$ cat src/rtl/inst_decode.sv
// Decode stage: 32x32 register file with write-back bypass, instruction decoder
// and the ID/EX pipeline register (rst > flush > stall > load).
module inst_decode (
  input  logic        clk,
  input  logic        rst,
  input  logic [31:0] inst,
  input  logic        inst_valid,
  input  logic [9:0]  pc_in,
  input  logic        stall,
  input  logic        flush,
  input  logic        wb_en,
  input  logic [4:0]  wb_addr,
  input  logic [31:0] wb_data,
  output logic        id_valid,
  output logic [9:0]  id_pc,
  output logic        illegal,
  output logic [31:0] rs_data,
  output logic [31:0] rt_data,
  output logic [31:0] imm_ext,
  output logic [4:0]  dst_reg,
  output logic [4:0]  shamt,
  output logic [9:0]  jump_addr,
  output logic [2:0]  alu_op,
  output logic        alu_src,
  output logic        reg_write,
  output logic        mem_read,
  output logic        mem_write,
  output logic        mem_to_reg,
  output logic        branch,
  output logic        branch_ne,
  output logic        jump,
  output logic        link
);

  typedef struct packed {
    logic        valid;
    logic [9:0]  pc;
    logic        illegal;
    logic [31:0] rs;
    logic [31:0] rt;
    logic [31:0] imm;
    logic [4:0]  dst;
    logic [4:0]  shamt;
    logic [9:0]  jaddr;
    logic [2:0]  alu_op;
    logic        alu_src;
    logic        reg_write;
    logic        mem_read;
    logic        mem_write;
    logic        mem_to_reg;
    logic        branch;
    logic        branch_ne;
    logic        jump;
    logic        link;
  } idex_t;

  logic [31:0] regs_q [32];
  idex_t       idex_q, idex_d;

  logic [5:0]  op, funct;
  logic [4:0]  rs_idx, rt_idx, rd_idx;

  assign op     = inst[31:26];
  assign rs_idx = inst[25:21];
  assign rt_idx = inst[20:16];
  assign rd_idx = inst[15:11];
  assign funct  = inst[5:0];

  always_ff @(posedge clk) begin
    if (rst) begin
      for (int unsigned i = 0; i < 32; i++) regs_q[i] <= '0;
    end else if (wb_en && wb_addr != 5'd0) begin
      regs_q[wb_addr] <= wb_data;
    end
  end

  always_comb begin
    idex_d          = '0;
    idex_d.valid    = 1'b1;
    idex_d.pc       = pc_in;
    idex_d.jaddr    = inst[9:0];
    idex_d.imm      = {{16{inst[15]}}, inst[15:0]};
    // Same-cycle write-back is forwarded so the decoder never reads a stale value.
    if (rs_idx == 5'd0)                     idex_d.rs = '0;
    else if (wb_en && wb_addr == rs_idx)    idex_d.rs = wb_data;
    else                                    idex_d.rs = regs_q[rs_idx];
    if (rt_idx == 5'd0)                     idex_d.rt = '0;
    else if (wb_en && wb_addr == rt_idx)    idex_d.rt = wb_data;
    else                                    idex_d.rt = regs_q[rt_idx];

    case (op)
      6'h00: begin
        idex_d.reg_write = 1'b1;
        idex_d.dst       = rd_idx;
        case (funct)
          6'h20: idex_d.alu_op = 3'd0;
          6'h22: idex_d.alu_op = 3'd1;
          6'h24: idex_d.alu_op = 3'd2;
          6'h25: idex_d.alu_op = 3'd3;
          6'h2A: idex_d.alu_op = 3'd4;
          6'h00: begin idex_d.alu_op = 3'd5; idex_d.shamt = inst[10:6]; end
          6'h02: begin idex_d.alu_op = 3'd6; idex_d.shamt = inst[10:6]; end
          default: begin
            idex_d.illegal   = 1'b1;
            idex_d.reg_write = 1'b0;
            idex_d.dst       = '0;
          end
        endcase
      end
      6'h08, 6'h0A, 6'h0C, 6'h0D, 6'h0F: begin
        idex_d.reg_write = 1'b1;
        idex_d.dst       = rt_idx;
        idex_d.alu_src   = 1'b1;
        case (op)
          6'h0A:   idex_d.alu_op = 3'd4;
          6'h0C:   begin idex_d.alu_op = 3'd2; idex_d.imm = {16'h0, inst[15:0]}; end
          6'h0D:   begin idex_d.alu_op = 3'd3; idex_d.imm = {16'h0, inst[15:0]}; end
          6'h0F:   begin idex_d.alu_op = 3'd7; idex_d.imm = {inst[15:0], 16'h0}; end
          default: idex_d.alu_op = 3'd0;
        endcase
      end
      6'h23: begin
        idex_d.alu_src    = 1'b1;
        idex_d.mem_read   = 1'b1;
        idex_d.mem_to_reg = 1'b1;
        idex_d.reg_write  = 1'b1;
        idex_d.dst        = rt_idx;
      end
      6'h2B: begin
        idex_d.alu_src   = 1'b1;
        idex_d.mem_write = 1'b1;
      end
      6'h04, 6'h05: begin
        idex_d.alu_op    = 3'd1;
        idex_d.branch    = 1'b1;
        idex_d.branch_ne = (op == 6'h05);
      end
      6'h02: idex_d.jump = 1'b1;
      6'h03: begin
        idex_d.jump      = 1'b1;
        idex_d.link      = 1'b1;
        idex_d.reg_write = 1'b1;
        idex_d.dst       = 5'd31;
      end
      default: idex_d.illegal = 1'b1;
    endcase
  end

  always_ff @(posedge clk) begin
    if (rst || flush)     idex_q <= '0;
    else if (stall)       idex_q <= idex_q;
    else if (!inst_valid) idex_q <= '0;
    else                  idex_q <= idex_d;
  end

  assign id_valid   = idex_q.valid;
  assign id_pc      = idex_q.pc;
  assign illegal    = idex_q.illegal;
  assign rs_data    = idex_q.rs;
  assign rt_data    = idex_q.rt;
  assign imm_ext    = idex_q.imm;
  assign dst_reg    = idex_q.dst;
  assign shamt      = idex_q.shamt;
  assign jump_addr  = idex_q.jaddr;
  assign alu_op     = idex_q.alu_op;
  assign alu_src    = idex_q.alu_src;
  assign reg_write  = idex_q.reg_write;
  assign mem_read   = idex_q.mem_read;
  assign mem_write  = idex_q.mem_write;
  assign mem_to_reg = idex_q.mem_to_reg;
  assign branch     = idex_q.branch;
  assign branch_ne  = idex_q.branch_ne;
  assign jump       = idex_q.jump;
  assign link       = idex_q.link;

endmodule

$ cat config.mk
export PLATFORM = sky130hd
export DESIGN_NAME = inst_decode
export DESIGN_NICKNAME = d
export VERILOG_FILES = /design/src/rtl/inst_decode.sv
export SDC_FILE = /design/constraint.sdc
export NUM_CORES = 2
export LEC_CHECK = 0
export CORE_ASPECT_RATIO = 1.5
export CORE_MARGIN = 4
export CORE_UTILIZATION = 25
export CTS_CLUSTER_SIZE = 8
export DETAILED_ROUTE_END_ITERATION = 8
export HOLD_SLACK_MARGIN = 0.12
export PLACE_DENSITY = 0.44
export SYNTH_ARGS = -nofsm -noshare
export SYNTH_HDL_FRONTEND = slang
export SYNTH_SLANG_ARGS = --single-unit
export TNS_END_PERCENT = 100
$ cat constraint.sdc
create_clock -name clk -period 2.3 [get_ports clk]
set_input_delay 0.46 -clock clk [delete_from_list [all_inputs] [get_ports clk]]
set_output_delay 0.46 -clock clk [all_outputs]
set_load 0.005 [all_outputs]
# Word level (Yosys, flattened, before mapping)
# Memories as Yosys holds them, arrays and structs flattened.
# Cells that the tools add are included.
# word_totals
regBits,140
ram_bits,1024
inputBits,85
output_inout_bits,140
word_cells,91
n_memories,1
# op_classes
n_eq_ne,19
muxes,32
reduce_logical,20
# memory_table
memory,depth,word_bits,read_ports,rd_clocked_by_memory_dff,wr,line_no,rtl
regs_q,32,32,2,0,32,57,logic [31:0] regs_q [32];
# op_table
op,count
$mux W32,6
$mux W140,1
$pmux W32 S2,1
$eq A6 B6 Y1 const B,7
$reduce_or A32 Y1,1
$eq A6 B4 Y1 const B,5
$reduce_or A7 Y1,3
$mux W5,4
$eq A6 B2 Y1 const B,3
$pmux W3 S6,1
$pmux W5 S3,1
$mux W1,13
$eq A6 B3 Y1 const B,2
$logic_not A6 Y1,2
$pmux W3 S4,1
$reduce_or A11 Y1,1
$eq A5 B5 Y1,2
$logic_not A5 Y1,2
$pmux W3 S3,1
$reduce_or A2 Y1,4
$reduce_or A6 Y1,1
$reduce_bool A5 Y1,1
$reduce_or A5 Y1,1
$pmux W1 S2,2
3 further kinds,5

# Logic depth before layout (Yosys ltp)
# logic_depth
depth_word,7
depth_mapped,10
ltp_nobuf,5

# Worst setup path before layout
# No wires, ideal clock.
# synth_path
path_kind,input -> register
start,input inst[23]
end,register idex_q (netlist bit rs_data[28])
setup_time_ns,0.122
arrival_ns,2.259
required_time_ns,2.178
setup_slack_ns,-0.081
path_stages,8
path_buffers,3
path_cell_list,buf_2 -> buf_2 -> buf_1 -> mux4_2 -> a22o_1 -> a2111oi_2 -> nor3_1 -> a221o_1
# synth_via
elab_chain_cells,5
elab_cells_between_ends,7
classes_between,eq/ne (1); mux (3); reduce/logical (2); memory (1)
# synth_rtl
item,line_no,rtl
from (decl),6,"input logic [31:0] inst,"
branches (longest 3 deep; another with $mem_v2 Z32 W32),-,
$mux W32 *,84,if (rs_idx == 5'd0) idex_d.rs = '0;
$mux W140 *,152,else if (!inst_valid) idex_q <= '0;
to (signal assigned),151,else if (stall) idex_q <= idex_q;
to (signal assigned),153,else idex_q <= idex_d;
to (decl),58,"idex_t idex_q, idex_d;"
# Mark *: on every way between the ends.
# A chain may end at the register's enable or synchronous reset.

==> metrics.csv <==
stage,metric,value,unit
global_route,overflow,0,
final_layout,final_layout_size_suffix_gt1_share,29.58,%
worst_setup_path,worstPathCellList,mux4_2 -> a211oi_1 -> buf_4 -> a221oi_1 -> buf_4 -> a221o_1,
drt,dr_total_vias,42706,
yosys,async_flop_share,0,%
worst_setup_path,cpMostUsedCell,buf_4,
placement,post-place-ws,-0.6940,ns
yosys,synth_cells,4238,
yosys,ys_types,64,
global_route,use_met1,26.42,%
power_and_ir_drop,ir_drop,523.9,uV
timing,drv_slew,0,
floorplanning,ios,225,
global_route,antenna_found_initial,33,
clock_network,clock-sinks,1163,
final_layout,nets,4985,
clock_network,ctsHoldBuffers,0,
power_and_ir_drop,p_int,0.04105,W
timing,hold_viol,0,
drt,drtPass1Iterations,5,
clock_network,cts_made_buffers,172,
timing,rsz0062_at_grt,false,
worst_setup_path,crit_arrival,2.99,ns
clock_network,path_clk_slew,0.07,ns
worst_setup_path,required,3.03,ns
clock_network,cts_root_buffer,clkbuf_16,
final_layout,stdcell_area,0.07670,sq mm
power_and_ir_drop,clkPwrFrac,42.8,%
floorplanning,die_h,607.2,microns
global_route,grt_busiest_layer,met2,
yosys,synth_seq_cells,1163,
global_route,grt_pass1_vias,44163,
clock_network,clk_path_buf_depth,4,
timing,setup_ws,0.03470,ns
clock_network,htreeDepth,4,
placement,io_buffers,224,
final_layout,mostFrequentLayoutCell,edfxtp_1,
drt,drc,0,
power_and_ir_drop,net-switching-power,0.01415,W
floorplanning,die-area,0.2474,sq mm
timing,setup_violations,0,
power_and_ir_drop,pwr-share-seq,44.8,%
global_route,grt_start_max_net_pins,55,
clock_network,cts_tree,yes,
yosys,synth_area,0.05984,sq mm
timing,fin_skew,0.05748,ns
worst_setup_path,start_kind,flop,
outcome,status,completed,
floorplanning,core,0.2378,sq mm
placement,placed_cell_area,0.07188,sq mm
worst_setup_path,worstSetupPathType,reg -> reg,
power_and_ir_drop,p_comb_share,12.5,%
drt,avgViaCountPerCell,5.266,
placement,dp.cells,7820,
worst_setup_path,max_stage_delay,0.51,ns
worst_setup_path,crit_slowest_cell,a211oi_1,
floorplanning,rows,219,
placement,place_hpwl,191.0,mm
yosys,synth-edff-count,1024,
floorplanning,initial_core_util,25.16,%
job,maxCapViolCount,0,
final_layout,regMostFlops,regs_q,
final_layout,multi_input_area,0.02475,sq mm
worst_setup_path,worstPathMaxFanout,2,
global_route,grt_pass1_wl,377.3,mm
final_layout,final_cells,8109,
final_layout,seqCellArea,0.03354,sq mm
timing,max_freq,441.4,MHz
power_and_ir_drop,powerDensity,719.7,mW/mm^2
final_layout,syn2layout_area_growth,28.18,%
timing,slew_headroom,45.25,%
drt,initialDrtViolationCount,4418,
yosys,synth-warning-count,0,
final_layout,utilization,32.25,%
timing,post-route-min-period,2.265,ns
timing,fin_crit_sh,98.49,%
yosys,avgSynthCellArea,14.12,sq um
worst_setup_path,crit_path_end_kind,flop,
power_and_ir_drop,post-layout-total-power,0.05520,W
yosys,seq_area_frac_synth,56.04,%
yosys,yosys-top-cells-area,"edfxtp_1 51%, mux4_2 14%, and2_1 10%, dfxtp_1 4.7%, mux2i_1 3.7%",
min_path,hold_path.class,in -> reg,
yosys,synth.largest_area_cell,edfxtp_1,
global_route,grtUsageTotal,21.75,%
drt,wirelength,277.0,mm
global_route,met2_usage,38.38,%
power_and_ir_drop,power_switching_share,25.63,%
placement,globalplace.congestion,0.8655,
yosys,yosys.area.top_type_share,51.39,%
final_layout,fillers,23336,
final_layout,largest_register_ffs,1024,
timing,worst_pin_slew,0.8213,ns
power_and_ir_drop,p_leak,27.25,nW
drt,drtAntennaViolNets,0,
yosys,synth_flop_cell,edfxtp_1,
final_layout,final_cell_mix,"1024 x edfxtp_1, 992 x and2_1, 504 x buf_4, 385 x mux4_2, 220 x mux2i_1",
drt,wl_per_cell,34.16,microns
clock_network,clock_latency,0.82,ns
global_route,met3_usage,3.360,%
floorplanning,die_x,407.5,microns
==> worst paths after layout <==
check,from,slack (ns),end,cells after the start
setup / recovery,regs_q[7][23]$_SDFFCE_PN0P_,0.03,rs_data[23]$_SDFFE_PP0N_,6
hold / removal,stall,0.27,id_valid$_SDFFE_PP0N_,4
setup reg to reg,regs_q[7][23]$_SDFFCE_PN0P_,0.03,rs_data[23]$_SDFFE_PP0N_,6
hold reg to reg,reg_write$_SDFFE_PP0N_,0.47,reg_write$_SDFFE_PP0N_,2
==> cell families after synthesis <==
logic type / synth area share (%)
compound gates: 7.122
buf+inv: 3.383
other cells: 0.006267
flops: 56.04
xor+xnor: 0.1464
simple gates: 13.12
mux: 20.19
==> through the flow <==
| step | setup TNS (ns) | hold slack [ns] |
|---|---|---|
| floorplan | 0 | 0.4574 |
| global placement | -478.82 | 0.4526 |
| detailed placement | -520.34 | 0.4571 |
| CTS | 0 | 0.2372 |
| global route | 0 | 0.3029 |
| finish | 0 | 0.2740 |
==> critical path, delay by kind of cell (launching register included) <==
| kind | cells | cell delay, ns |
|---|---|---|
| flops | 1 | 0.42 |
| mux | 1 | 0.50 |
| buf+inv | 2 | 0.40 |
| compound gates | 3 | 0.85 |
==> power groups by stage <==
| stage | clock network, W | logic (W) | registers [W] |
|---|---|---|---|
| final | 0.0236 | 0.00688 | 0.0247 |
| after global placement | 0 | 0.00687 | 0.0251 |
| after detailed placement | 0 | 0.00687 | 0.0251 |
| after floorplan | 0 | 0.00338 | 0.0248 |
| after global routing | 0.0248 | 0.00713 | 0.0248 |
| after CTS | 0.0240 | 0.00689 | 0.0247 |
==> Yosys cell counts (3+ instances only) <==
library cell,instances
a2111oi_0,12
a211o_1,3
buf_4,21
a21boi_0,9
nand3b_1,7
a22o_1,52
nand2b_1,3
nand2_1,121
o211ai_1,14
a2111oi_2,11
nand3_1,25
a21o_1,7
xnor2_1,10
or2_2,33
mux2i_1,220
buf_6,18
o2111ai_1,28
a211oi_1,35
nand4_1,4
o21a_1,5
or3_1,7
o21ai_0,35
edfxtp_1,1024
nor3_1,16
and3b_1,3
o221ai_1,40
dfxtp_1,139
and2_1,995
buf_2,73
and3_1,5
a21oi_1,64
nor3b_1,5
clkbuf_1,317
inv_1,5
nor2_1,100
nor2b_1,7
o22ai_1,39
a22oi_1,107
buf_1,24
mux4_2,385
or3b_2,5
a221oi_1,37
mux2_2,106
a221o_1,37
==> final cells by class <==
type / instances / share of cell area (%)
Clock buffer: 270 / 6.159
Inverter: 5 / 0.02447
Tap cell: 3094 / 5.047
Multi-Input combinational cell: 2648 / 32.27
Sequential cell: 1163 / 43.73
Antenna cell: 12 / 0.03915
Timing Repair Buffer: 910 / 12.65
Clock inverter: 7 / 0.07830
==> what timing repair did <==
| item | CTS | global route |
|---|---|---|
| hold endpoints to repair | 0 | 0 |
| endpoints found under the setup margin | 18 | 2 |
| buffers inserted | 0 | 0 |
| resized for setup | 21 | 2 |
==> per-layer routing <==
layer	up-vias	wire (microns)	share of wire, %
li1	17584	-	-
met1	22461	106300	38
met2	2081	139500	50
met3	574	17850	6.4
met4	6	13250	4.8
met5	-	32	0.012
Note: power is estimated with default switching activity, not from simulation.
